$ cat src/rtl/jcnt_pkg.sv
// ============================================================================
// jcnt_pkg : shared types, limits and the phase-to-pattern decode function
//            for the Johnson counter.
// Revision : 1.0
// ============================================================================
`default_nettype none

package jcnt_pkg;

    localparam int MAX_WIDTH = 16;

    typedef enum logic {
        JCNT_DN = 1'b0,
        JCNT_UP = 1'b1
    } jcnt_dir_t;

    // Phase p <= width fills the low p bits; beyond that the ones drain from the bottom.
    function automatic logic [MAX_WIDTH-1:0] phase_to_pattern(input int width, input int phase);
        logic [MAX_WIDTH-1:0] pat;
        pat = '0;
        for (int i = 0; i < MAX_WIDTH; i++) begin
            if (i < width) begin
                if (phase <= width) begin
                    pat[i] = (i < phase);
                end else begin
                    pat[i] = (i >= (phase - width));
                end
            end
        end
        return pat;
    endfunction

endpackage

`default_nettype wire

$ cat src/rtl/jcnt_pattern_gen.sv
// ============================================================================
// jcnt_pattern_gen : combinational decoder from phase index to the Johnson
//                    pattern of that phase.
// Revision : 1.0
// ============================================================================
`default_nettype none

module jcnt_pattern_gen
    import jcnt_pkg::*;
#(
    parameter int WIDTH   = 3,
    parameter int PHASE_W = $clog2(2*WIDTH)
) (
    input  logic [PHASE_W-1:0] i_phase,
    output logic [WIDTH-1:0]   o_pattern
);

    assign o_pattern = WIDTH'(phase_to_pattern(WIDTH, int'(i_phase)));

endmodule

`default_nettype wire

$ cat src/rtl/johnson_counter_gen.sv
// ============================================================================
// johnson_counter_gen : parametrised Johnson counter with enable, direction,
//                       clear, phase load, wrap pulse and illegal-state flag.
//                       Macro JCNT_SELF_CORRECT_EN enables auto-recovery.
// Revision : 1.0
// ============================================================================
`default_nettype none

module johnson_counter_gen
    import jcnt_pkg::*;
#(
    parameter int WIDTH   = 3,
    parameter int PHASE_W = $clog2(2*WIDTH)
) (
    input  logic               clk,
    input  logic               rst_n,
    input  logic               i_en,
    input  logic               i_up,
    input  logic               i_clr,
    input  logic               i_load,
    input  logic [PHASE_W-1:0] i_load_phase,
    output logic [WIDTH-1:0]   o_count,
    output logic [PHASE_W-1:0] o_phase,
    output logic               o_wrap,
    output logic               o_illegal
);

    localparam logic [PHASE_W-1:0] c_LAST  = PHASE_W'(2*WIDTH - 1);
    localparam logic [PHASE_W-1:0] c_FIRST = '0;

    logic [WIDTH-1:0]   r_count;
    logic [PHASE_W-1:0] r_phase;
    logic               r_wrap;

    logic [WIDTH-1:0]   w_load_pat;
    logic [WIDTH-1:0]   w_exp_pat;
    logic               w_load_ok;
    logic               w_illegal;
    jcnt_dir_t          w_dir;
    logic [WIDTH-1:0]   w_fwd_count;
    logic [WIDTH-1:0]   w_rev_count;
    logic [PHASE_W-1:0] w_fwd_phase;
    logic [PHASE_W-1:0] w_rev_phase;

    jcnt_pattern_gen #(
        .WIDTH   (WIDTH),
        .PHASE_W (PHASE_W)
    ) u_load_pat (
        .i_phase   (i_load_phase),
        .o_pattern (w_load_pat)
    );

    jcnt_pattern_gen #(
        .WIDTH   (WIDTH),
        .PHASE_W (PHASE_W)
    ) u_exp_pat (
        .i_phase   (r_phase),
        .o_pattern (w_exp_pat)
    );

    assign w_load_ok   = (i_load_phase <= c_LAST);
    assign w_illegal   = (r_count != w_exp_pat);
    assign w_dir       = jcnt_dir_t'(i_up);

    assign w_fwd_count = {r_count[WIDTH-2:0], ~r_count[WIDTH-1]};
    assign w_rev_count = {~r_count[0], r_count[WIDTH-1:1]};
    assign w_fwd_phase = (r_phase == c_LAST)  ? c_FIRST : r_phase + PHASE_W'(1);
    assign w_rev_phase = (r_phase == c_FIRST) ? c_LAST  : r_phase - PHASE_W'(1);

    // An out-of-range load still claims the cycle, so en is not applied behind it.
    always_ff @(posedge clk or negedge rst_n) begin
        if (!rst_n) begin
            r_count <= '0;
            r_phase <= '0;
            r_wrap  <= 1'b0;
        end else if (i_clr) begin
            r_count <= '0;
            r_phase <= '0;
            r_wrap  <= 1'b0;
`ifdef JCNT_SELF_CORRECT_EN
        end else if (w_illegal) begin
            r_count <= '0;
            r_phase <= '0;
            r_wrap  <= 1'b0;
`endif
        end else if (i_load) begin
            r_wrap <= 1'b0;
            if (w_load_ok) begin
                r_count <= w_load_pat;
                r_phase <= i_load_phase;
            end
        end else if (i_en) begin
            if (w_dir == JCNT_UP) begin
                r_count <= w_fwd_count;
                r_phase <= w_fwd_phase;
                r_wrap  <= (r_phase == c_LAST);
            end else begin
                r_count <= w_rev_count;
                r_phase <= w_rev_phase;
                r_wrap  <= (r_phase == c_FIRST);
            end
        end else begin
            r_wrap <= 1'b0;
        end
    end

    assign o_count   = r_count;
    assign o_phase   = r_phase;
    assign o_wrap    = r_wrap;
    assign o_illegal = w_illegal;

endmodule

`default_nettype wire
$ cat config.mk
export PLATFORM = sky130hd
export DESIGN_NAME = johnson_counter_gen
export DESIGN_NICKNAME = d
export VERILOG_FILES = /design/src/rtl/jcnt_pkg.sv /design/src/rtl/jcnt_pattern_gen.sv /design/src/rtl/johnson_counter_gen.sv
export SDC_FILE = /design/constraint.sdc
export NUM_CORES = 1
export LEC_CHECK = 0
export BUFFER_PORTS_ARGS = -buffer_cell sky130_fd_sc_hd__buf_2
export CORE_MARGIN = 2
export CORE_UTILIZATION = 43
export DETAILED_ROUTE_END_ITERATION = 8
export PLACE_DENSITY = 0.7
export SYNTH_ARGS = -nofsm -noshare
export SYNTH_HDL_FRONTEND = slang
export SYNTH_SLANG_ARGS = --single-unit
$ cat constraint.sdc
create_clock -name clk -period 3.5 [get_ports clk]
set_clock_uncertainty 0.2 [all_clocks]
set_input_delay 0.175 -clock clk [delete_from_list [all_inputs] [get_ports clk]]
set_output_delay 0.175 -clock clk [all_outputs]
set_load 0.05 [all_outputs]
==> metrics.txt, run 1 <==
status=finished clean; vias=762; MaxCap Viol Count=0; synthesized flop and latch total=7; Post-Layout Inst Area=987 µm²; clock latency on the worst-skew pair=0.25 ns; Reg power frac=0.314; Hold Path Class=in -> reg; average via count per standard cell=around 5.2; total clock sinks=7; final layout net count=about 140; Buf/Inv on CP=1; sequential area share after synthesis=0.208; Initial Util=0.443; Worst Path Required=~3.1 ns; first-pass GRT wire length=2.82 mm; Slew Limit Fails=0; initial antenna violation count=0; CTS resizes=0; Slowest-stage cell, CP=dfrtp_1; H-tree depth=1; Critical Path AT=roughly 2.4 ns; total track usage=0.171; CP Max Fanout=9; Synth Area in Compound Gates=0.274; Yosys Warn Count=0; EDFF count, synth=0; CTS tree=built; drt drc=0; Gate power share=0.458; CP max stage delay=0.48 ns; mapped cell area=843 µm²; Worst Setup Path Type=reg -> out; Slew HR=0.661; actual slew at the worst max-slew pin=just under 0.5 ns; Reg2Reg Setup Slack=1.54 ns; Synth Area in Simple Gates=0.175; crit path cell chain=ha_1 > ha_1 > or2_1 > a311o_1 > a211o_1 > buf_2; Leak=around 0.5 nW; share of layout cells above drive strength 1=0.185; internal power=187 µW; part of the power in the clock network=0.228; largest family of logic cells by synthesized area=compound AO/OA/AOI/OAI gates; num ports=17; final setup margin=0.752 ns; asr flop ratio synth=1.00; most used cell, CP=ha_1; RD Place Congestion=about 0.74; Ant. Diodes=0; Post-synth top flop=dfrtp_1; Post-Place Cell Area=941 µm²; DRT antenna net count=0; Core Rows=16; # Post-CTS Setup Buffers=0; Reg clk slew, reported paths=0.06 ns; TritonCTS Buffers=3; Final Cycle Share=0.785; RSZ-0062 raised after global routing=no; Post-Syn Instances=101; multiplexer share of the synthesized area=0.0653; syn_area_per_cell=8.35 µm²; Iter 0 DRT Violations=19; startpoint type of the worst setup path=register; syn_nets=124; pin count of the biggest net entering global routing=16; Crit path max-delay family=compound AO/OA/AOI/OAI gates; wirelength, routed=1.83 mm; Unique masters post-synth=36; synthesized-area fraction occupied by adder cells=0.208; Die W=roughly 48 µm; vias in the first global route=653; Setup-failing EPs final=0; TNS Setup=0 ns; CTS Root Cell=clkbuf_4; Synth-to-Final Area Change=17.1%; DP HPWL=1.40 mm; DRT Pass-1 Iters=4; PD cells=329 nW/µm²; post-layout min period=2.75 ns; IO Port Bufs=16; gr ovfl total=0; dpl ws=1.03 ns; Floorplan Core Area=1900 µm²; sw frac=0.425; Psw=138 µW; post-DR wirelength/cell=around 13 µm; die height=48.3 µm; worst vdd rail ir drop=0.118 mV; Max Freq=364 MHz; CP Capture Type=primary output; Longest Clk Path Bufs=2; final hold vios=0; die area=2330 µm²; post-synthesis xor/xnor area fraction=0.0104
-- final cells by class --
| class | instances | area (µm²) |
|---|---|---|
| fillers | 192 | 915 |
| multi-input cells | 81 | 618 |
| flip-flops and latches | 7 | 175 |
| repair buffers | 18 | 100 |
| inverters | 9 | 33.8 |
| well taps | 27 | 33.8 |
| clock buffers | 4 | 26.3 |
-- cell usage in the layout, fill, tap and decap left out, drive strengths merged, types with 3 or more instances in the layout --
cell type  Yosys  final
buf            1     16
mux2i          4      4
inv            9      9
o21ai          5      5
ha            14     14
dfrtp          7      7
clkbuf         3      4
a211o          3      3
a211oi         3      3
nor2          10     10
a21oi          5      5
nand2          4      4
nor2b          6      6
-- path summary, 6_finish.rpt --
check | startpoint | to | cells after the start
setup / recovery | o_phase[0] | o_illegal | 6
hold / removal | i_en | o_wrap | 3
setup reg to reg | o_phase[0] | o_phase[2] | 7
hold reg to reg | o_phase[2] | o_phase[2] | 2
max in group asynchronous | rst_n | o_count[0] | 2
min in group asynchronous | rst_n | o_phase[2] | 2
-- power by group through the flow --
stage	registers (mW)	clock network, mW	logic (mW)
after global placement	0.102	0	0.147
after detailed placement	0.103	0	0.148
after CTS	0.102	0.0769	0.150
after floorplan	0.122	0	0.0925
final	0.102	0.0740	0.149
after global routing	0.103	0.0823	0.168
-- synthesized netlist by cell type, types with 3 or more instances --
| cell | count | area share |
|---|---|---|
| a21oi_1 | 5 | 0.030 |
| ha_1 | 14 | 0.21 |
| o21ai_0 | 5 | 0.030 |
| inv_1 | 9 | 0.040 |
| dfrtp_1 | 7 | 0.21 |
| a211o_1 | 3 | 0.031 |
| a211oi_1 | 3 | 0.027 |
| nand2_1 | 4 | 0.018 |
| clkbuf_1 | 3 | 0.013 |
| nor2b_1 | 6 | 0.045 |
| nor2_1 | 10 | 0.045 |
| mux2i_1 | 4 | 0.047 |
-- worst register-to-register path: stages, from the launching register on --
cell and delay [ns]:
dfrtp_1 0.50, inv_1 0.13, ha_1 0.25, ha_1 0.28, nor2_1 0.04, a211oi_1 0.25, a211o_1 0.14, a21oi_1 0.06
-- routing by layer --
layer	vias to the layer above	wire length (µm)	track usage
li1	402	-	-
met1	344	859	0.216
met2	16	922	0.300
met3	0	48	0.0111
met4	0	0	0.0649
met5	-	0	0
-- flip-flops by register name, indices dropped and copies added (netlist names) --
signal / flops
o_phase: 3
o_count: 3
o_wrap: 1
-- metrics by stage --
step                      std cells  utilization  hold slack (ns)  power (mW)
after floorplan                 101            -           -0.321       0.215
after global placement          140        0.495           -0.184       0.249
final                           146        0.519           0.0182       0.325
after global routing            146        0.519           0.0354       0.353
after detailed placement        140        0.495           -0.181       0.251
after CTS                       146        0.519           0.0218       0.329
-- timing repair --
action / in CTS / in global routing
endpoints found under the hold margin: 12 / 0
endpoints found under the setup margin: 0 / 0
hold buffers: 2 / 0
-- logic make-up after synthesis --
logic type / after synthesis
simple gates: 29
compound gates: 32
flops: 7
buf+inv: 13
mux: 5
xor+xnor: 1
fa+ha+maj: 14
Note: power is estimated with default switching activity, not from simulation.
==> run 2: changes to the inputs <==
Settings changed: ABC_AREA set to 1, PLACE_DENSITY 0.7 to 0.72.
Clock period 3.5 ns to 2.5 ns, I/O delays scaled along.
==> metrics.txt, run 2 <==
Synth Area in Simple Gates=0.399; startpoint type of the worst setup path=register; Post-synth top flop=dfrtp_1; Floorplan Core Area=1940 µm²; Critical Path AT=1.92 ns; MaxCap Viol Count=0; FF-to-FF End=o_phase[2]; gr ovfl total=0; worst reg2reg startpoint=o_phase[0]; die height=between 40 and 50 µm; Yosys Warn Count=0; Buf/Inv on CP=2; DRT antenna net count=0; TNS Setup=0 ns; wirelength, routed=1.83 mm; CTS resizes=0; Initial Util=0.448; Post-Syn Instances=143; Worst Path Required=2.17 ns; DRT Pass-1 Iters=4; DP HPWL=1.56 mm; Setup-failing EPs final=0; CTS tree=built; Crit path max-delay family=adder cells; sw frac=0.470; dpl ws=0.523 ns; multiplexer share of the synthesized area=0; RSZ-0062 raised after global routing=no; post-synthesis xor/xnor area fraction=0; actual slew at the worst max-slew pin=~0.25 ns; first-pass GRT wire length=around 3.1 mm; Reg2Reg Setup Slack=0.68 ns; Worst Setup Path Type=reg -> out; final setup margin=0.256 ns; average via count per standard cell=4.66; initial antenna violation count=0; crit path cell chain=ha_1 > ha_1 > inv_1 > nand2_1 > nand2_1 > nand2_1 > nand2_1 > nand2_1 > nand3_1 > buf_2; Slew Limit Fails=0; CP max stage delay=~0.44 ns; TritonCTS Buffers=3; worst vdd rail ir drop=roughly 0.16 mV; Longest Clk Path Bufs=2; status=finished clean; pin count of the biggest net entering global routing=10; share of layout cells above drive strength 1=0.146; largest area contributor in the netlist=nand2_1; num ports=17; RD Place Congestion=0.876; Leak=0.614 nW; PD cells=~480 nW/µm²; Final Cycle Share=0.898; part of the power in the clock network=0.212; ranking of synthesized cells by area=nand2_1 (26%), dfrtp_1 (20%), ha_1 (20%); Psw=231 µW; EDFF count, synth=0; total clock sinks=7; Ant. Diodes=0; Gate power share=0.496; Synth top area share=0.263; synthesized flop and latch total=7; Synth Area in Compound Gates=0.0876; H-tree depth=1; Core Rows=16; post-DR wirelength/cell=9.59 µm; clock latency on the worst-skew pair=0.25 ns; total track usage=0.163; syn_nets=between 150 and 200; final hold vios=0; CP Capture Type=primary output; Hold Path Class=in -> async; largest family of logic cells by synthesized area=simple AND/OR/NAND/NOR gates; Slowest-stage cell, CP=dfrtp_1; Reg power frac=0.292; post-layout min period=2.24 ns; commonest non-fill, non-tap cell in the layout=nand2_1; Slew HR=0.835; most used cell, CP=nand2_1; Iter 0 DRT Violations=16; asr flop ratio synth=1.00; Synth-to-Final Area Change=17.8%; Max Freq=~450 MHz; syn_area_per_cell=6.09 µm²; Fillers=around 210; internal power=260 µW; instance count on the critical path=10; Post-synth top cells=nand2_1 (61), inv_1 (21), ha_1 (14), nand3_1 (14), o21ai_0 (9); IO Port Bufs=16; die area=2400 µm²; FF-to-FF path depth=8; CP Max Fanout=7; commonest cells after routing, fill and taps aside=nand2_1 (61), inv_1 (21), buf_2 (16); final layout net count=188; mapped cell area=871 µm²; synthesized-area fraction occupied by adder cells=0.201; Die W=49 µm; CTS Root Cell=clkbuf_4; Reg clk slew, reported paths=0.05 ns; sequential area share after synthesis=0.201; most numerous cell in the Yosys netlist=nand2_1; vias=890; Unique masters post-synth=15; drt drc=0; vias in the first global route=758
==> run 2: timing repair <==
item	CTS	global route
hold buffers	2	0
hold endpoints to repair	8	0
setup buffers	0	0
==> run 2: kinds of logic after synthesis <==
| family | count (synthesis) |
|---|---|
| AND/OR/NAND/NOR | 84 |
| AO/OA/AOI/OAI | 13 |
| flip-flops | 7 |
| adder cells (fa/ha/maj) | 14 |
| buffers and inverters | 25 |
==> run 2: metal layers <==
layer	GRT usage	routed length, µm
met1	0.197	811
met2	0.297	928
met3	0.00920	56
met4	0.0714	36
met5	0	0
==> run 2: layout make-up <==
type / instances / area, µm² / share of cell area
Timing Repair Buffer: 18 / 100 / 0.0976
Inverter: 24 / 91.3 / 0.0890
Clock buffer: 4 / 26.3 / 0.0256
Tap cell: 27 / 33.8 / 0.0329
Multi-Input combinational cell: 111 / 599 / 0.584
Sequential cell: 7 / 175 / 0.171
==> run 2: worst max-delay path by stage <==
stage | to | start | slack, ns
after floorplan | o_illegal | o_phase[1] | 0.22
after global placement | o_illegal | o_phase[1] | 0.56
after detailed placement | o_illegal | o_phase[1] | 0.52
after CTS | o_illegal | o_phase[1] | 0.25
after global routing | o_illegal | o_phase[1] | 0.10
final | o_illegal | o_phase[1] | 0.26
==> run 2: stage by stage <==
step / util / cells / hold slack [ns] / instance area [µm²] / power [mW]
2_1_floorplan: - / 143 / -0.371 / 871 / 0.328
3_3_place_gp: 0.505 / 185 / -0.236 / 980 / 0.383
3_5_place_dp: 0.505 / 185 / -0.234 / 980 / 0.388
4_1_cts: 0.528 / 191 / 0.0267 / 1030 / 0.495
5_1_grt: 0.528 / 191 / 0.0712 / 1030 / 0.533
6_report: 0.528 / 191 / 0.0265 / 1030 / 0.491
==> run 2: power groups by stage <==
stage          sequential, mW  clock [mW]  combinational (mW)
3_3_place_gp            0.145           0               0.238
3_5_place_dp            0.145           0               0.243
6_report                0.143       0.104               0.244
2_1_floorplan           0.184           0               0.144
4_1_cts                 0.143       0.106               0.246
5_1_grt                 0.146       0.111               0.276
==> run 3: changes to the inputs <==
Settings changed: PLACE_DENSITY 0.72 to 0.7, REMOVE_ABC_BUFFERS set to 1.
Clock period 2.5 ns to 2.1 ns, I/O delays scaled along.
==> metrics.txt, run 3 (synthesized netlist as in run 2, its figures left out) <==
H-tree depth=1; Worst Path Required=1.79 ns; vias in the first global route=859; vias=925; Final Cycle Share=0.970; MaxCap Viol Count=0; Core Util, Final=0.607; CP Max Fanout=4; Slew Limit Fails=0; first-pass GRT wire length=3.40 mm; actual slew at the worst max-slew pin=0.273 ns; Slew HR=0.816; startpoint type of the worst setup path=register; Max Freq=491 MHz; clock latency on the worst-skew pair=0.25 ns; Hold Path Sink=o_wrap; status=finished clean; Worst Setup Path Type=reg -> out; Iter 0 DRT Violations=17; initial antenna violation count=0; FF-to-FF End=o_phase[2]; Gate power share=0.571; Core Rows=16; final hold vios=0; IO Port Bufs=16; DRT Pass-1 Iters=5; Reg2Reg Setup Slack=0.32 ns; worst hold margin=0.0112 ns; Ant. Diodes=0; pin count of the biggest net entering global routing=10; Die W=49 µm; FF-to-FF path depth=9; total power=672 µW; Critical Path AT=1.73 ns; CP Capture Type=primary output; Setup-failing EPs final=0; hold_sp=i_clr; CTS tree=built; part of the power in the clock network=0.179; Reg clk slew, reported paths=0.05 ns; die height=49 µm; Psw=309 µW; share of layout cells above drive strength 1=0.287; RD Place Congestion=0.819; Floorplan Core Area=between 1500 and 2000 µm²; CTS Root Cell=clkbuf_4; final layout net count=195; Synth-to-Final Area Change=35.3%; internal power=363 µW; TNS Setup=0 ns; post-layout min period=2.04 ns; PD cells=571 nW/µm²; num ports=17; Initial Util=0.448; worst reg2reg startpoint=o_phase[1]; drt drc=0; gr ovfl total=0; worst vdd rail ir drop=0.222 mV; total clock sinks=7; hold depth=4; Hold Path Class=in -> reg; commonest non-fill, non-tap cell in the layout=nand2_1; Reg power frac=0.250; sw frac=0.460; total track usage=0.176; die area=about 2400 µm²; DP HPWL=about 1.6 mm; TritonCTS Buffers=3; DRT antenna net count=0; post-DR wirelength/cell=10.6 µm; average via count per standard cell=4.67; Longest Clk Path Bufs=2; wirelength, routed=2.09 mm; commonest cells after routing, fill and taps aside=nand2_1 (58), inv_1 (17), buf_2 (15); Leak=0.652 nW
## run 3: changes by cell type in the layout (fill, tap and decap cells not counted), moves of 3 or more
cell	delta
nand2_1	-3
buf_4	+6
ha_4	+4
nand2_2	+3
ha_1	-5
inv_1	-4
## run 3: how the worst max path moves through the flow
stage | from | endpoint | slack (ns) | depth (start not counted)
3_5_place_dp | o_phase[1] | o_illegal | 0.13 | 10
3_3_place_gp | o_phase[1] | o_illegal | 0.18 | 10
5_1_grt | o_phase[0] | o_illegal | -0.02 | 9
4_1_cts | o_phase[0] | o_illegal | 0.02 | 11
2_1_floorplan | o_phase[1] | o_illegal | -0.16 | 10
6_report | o_phase[0] | o_illegal | 0.06 | 10
## run 3: repair_timing
action,CTS,global route
buffers inserted,4,2
gates resized for setup,5,22
hold endpoints to repair,8,0
pin swaps,0,10
hold buffers,2,0
endpoints found under the setup margin,1,1
## run 3: final cells by class
type | count | area [µm²]
fillers | 208 | 763
multi-input cells | 111 | 678
flip-flops and latches | 7 | 178
repair buffers | 25 | 166
inverters | 24 | 96.3
well taps | 27 | 33.8
clock buffers | 4 | 26.3
## run 3: metal layers
layer | wire [µm] | track usage | vias to the layer above
li1 | - | - | 503
met1 | 916 | 0.204 | 405
met2 | 1120 | 0.347 | 17
met3 | 54 | 0.00920 | 0
met4 | 0 | 0.0429 | 0
met5 | 0 | 0 | -
## run 3: critical path: stages (launching register included)
cell and delay [ns]:
dfrtp_2 0.44, ha_4 0.18, ha_4 0.26, inv_4 0.04, nand2_1 0.05, nand2_1 0.07
nand2_1 0.07, nand2_1 0.06, nand2_1 0.07, nand3_2 0.09, buf_8 0.16
## run 3: power by group through the flow
stage          clock [mW]  combinational, mW  sequential (mW)
3_3_place_gp            0              0.292            0.168
5_1_grt             0.132              0.426            0.171
2_1_floorplan           0              0.169            0.219
6_report            0.120              0.384            0.168
4_1_cts             0.122              0.326            0.164
3_5_place_dp            0              0.298            0.170
## run 3: through the flow
step                setup WS [ns]  area, µm²  instances
floorplan                  -0.165        866        142
global placement            0.178        987        186
detailed placement          0.129        987        186
CTS                        0.0161       1070        196
global route              -0.0233       1180        198
finish                     0.0621       1180        198
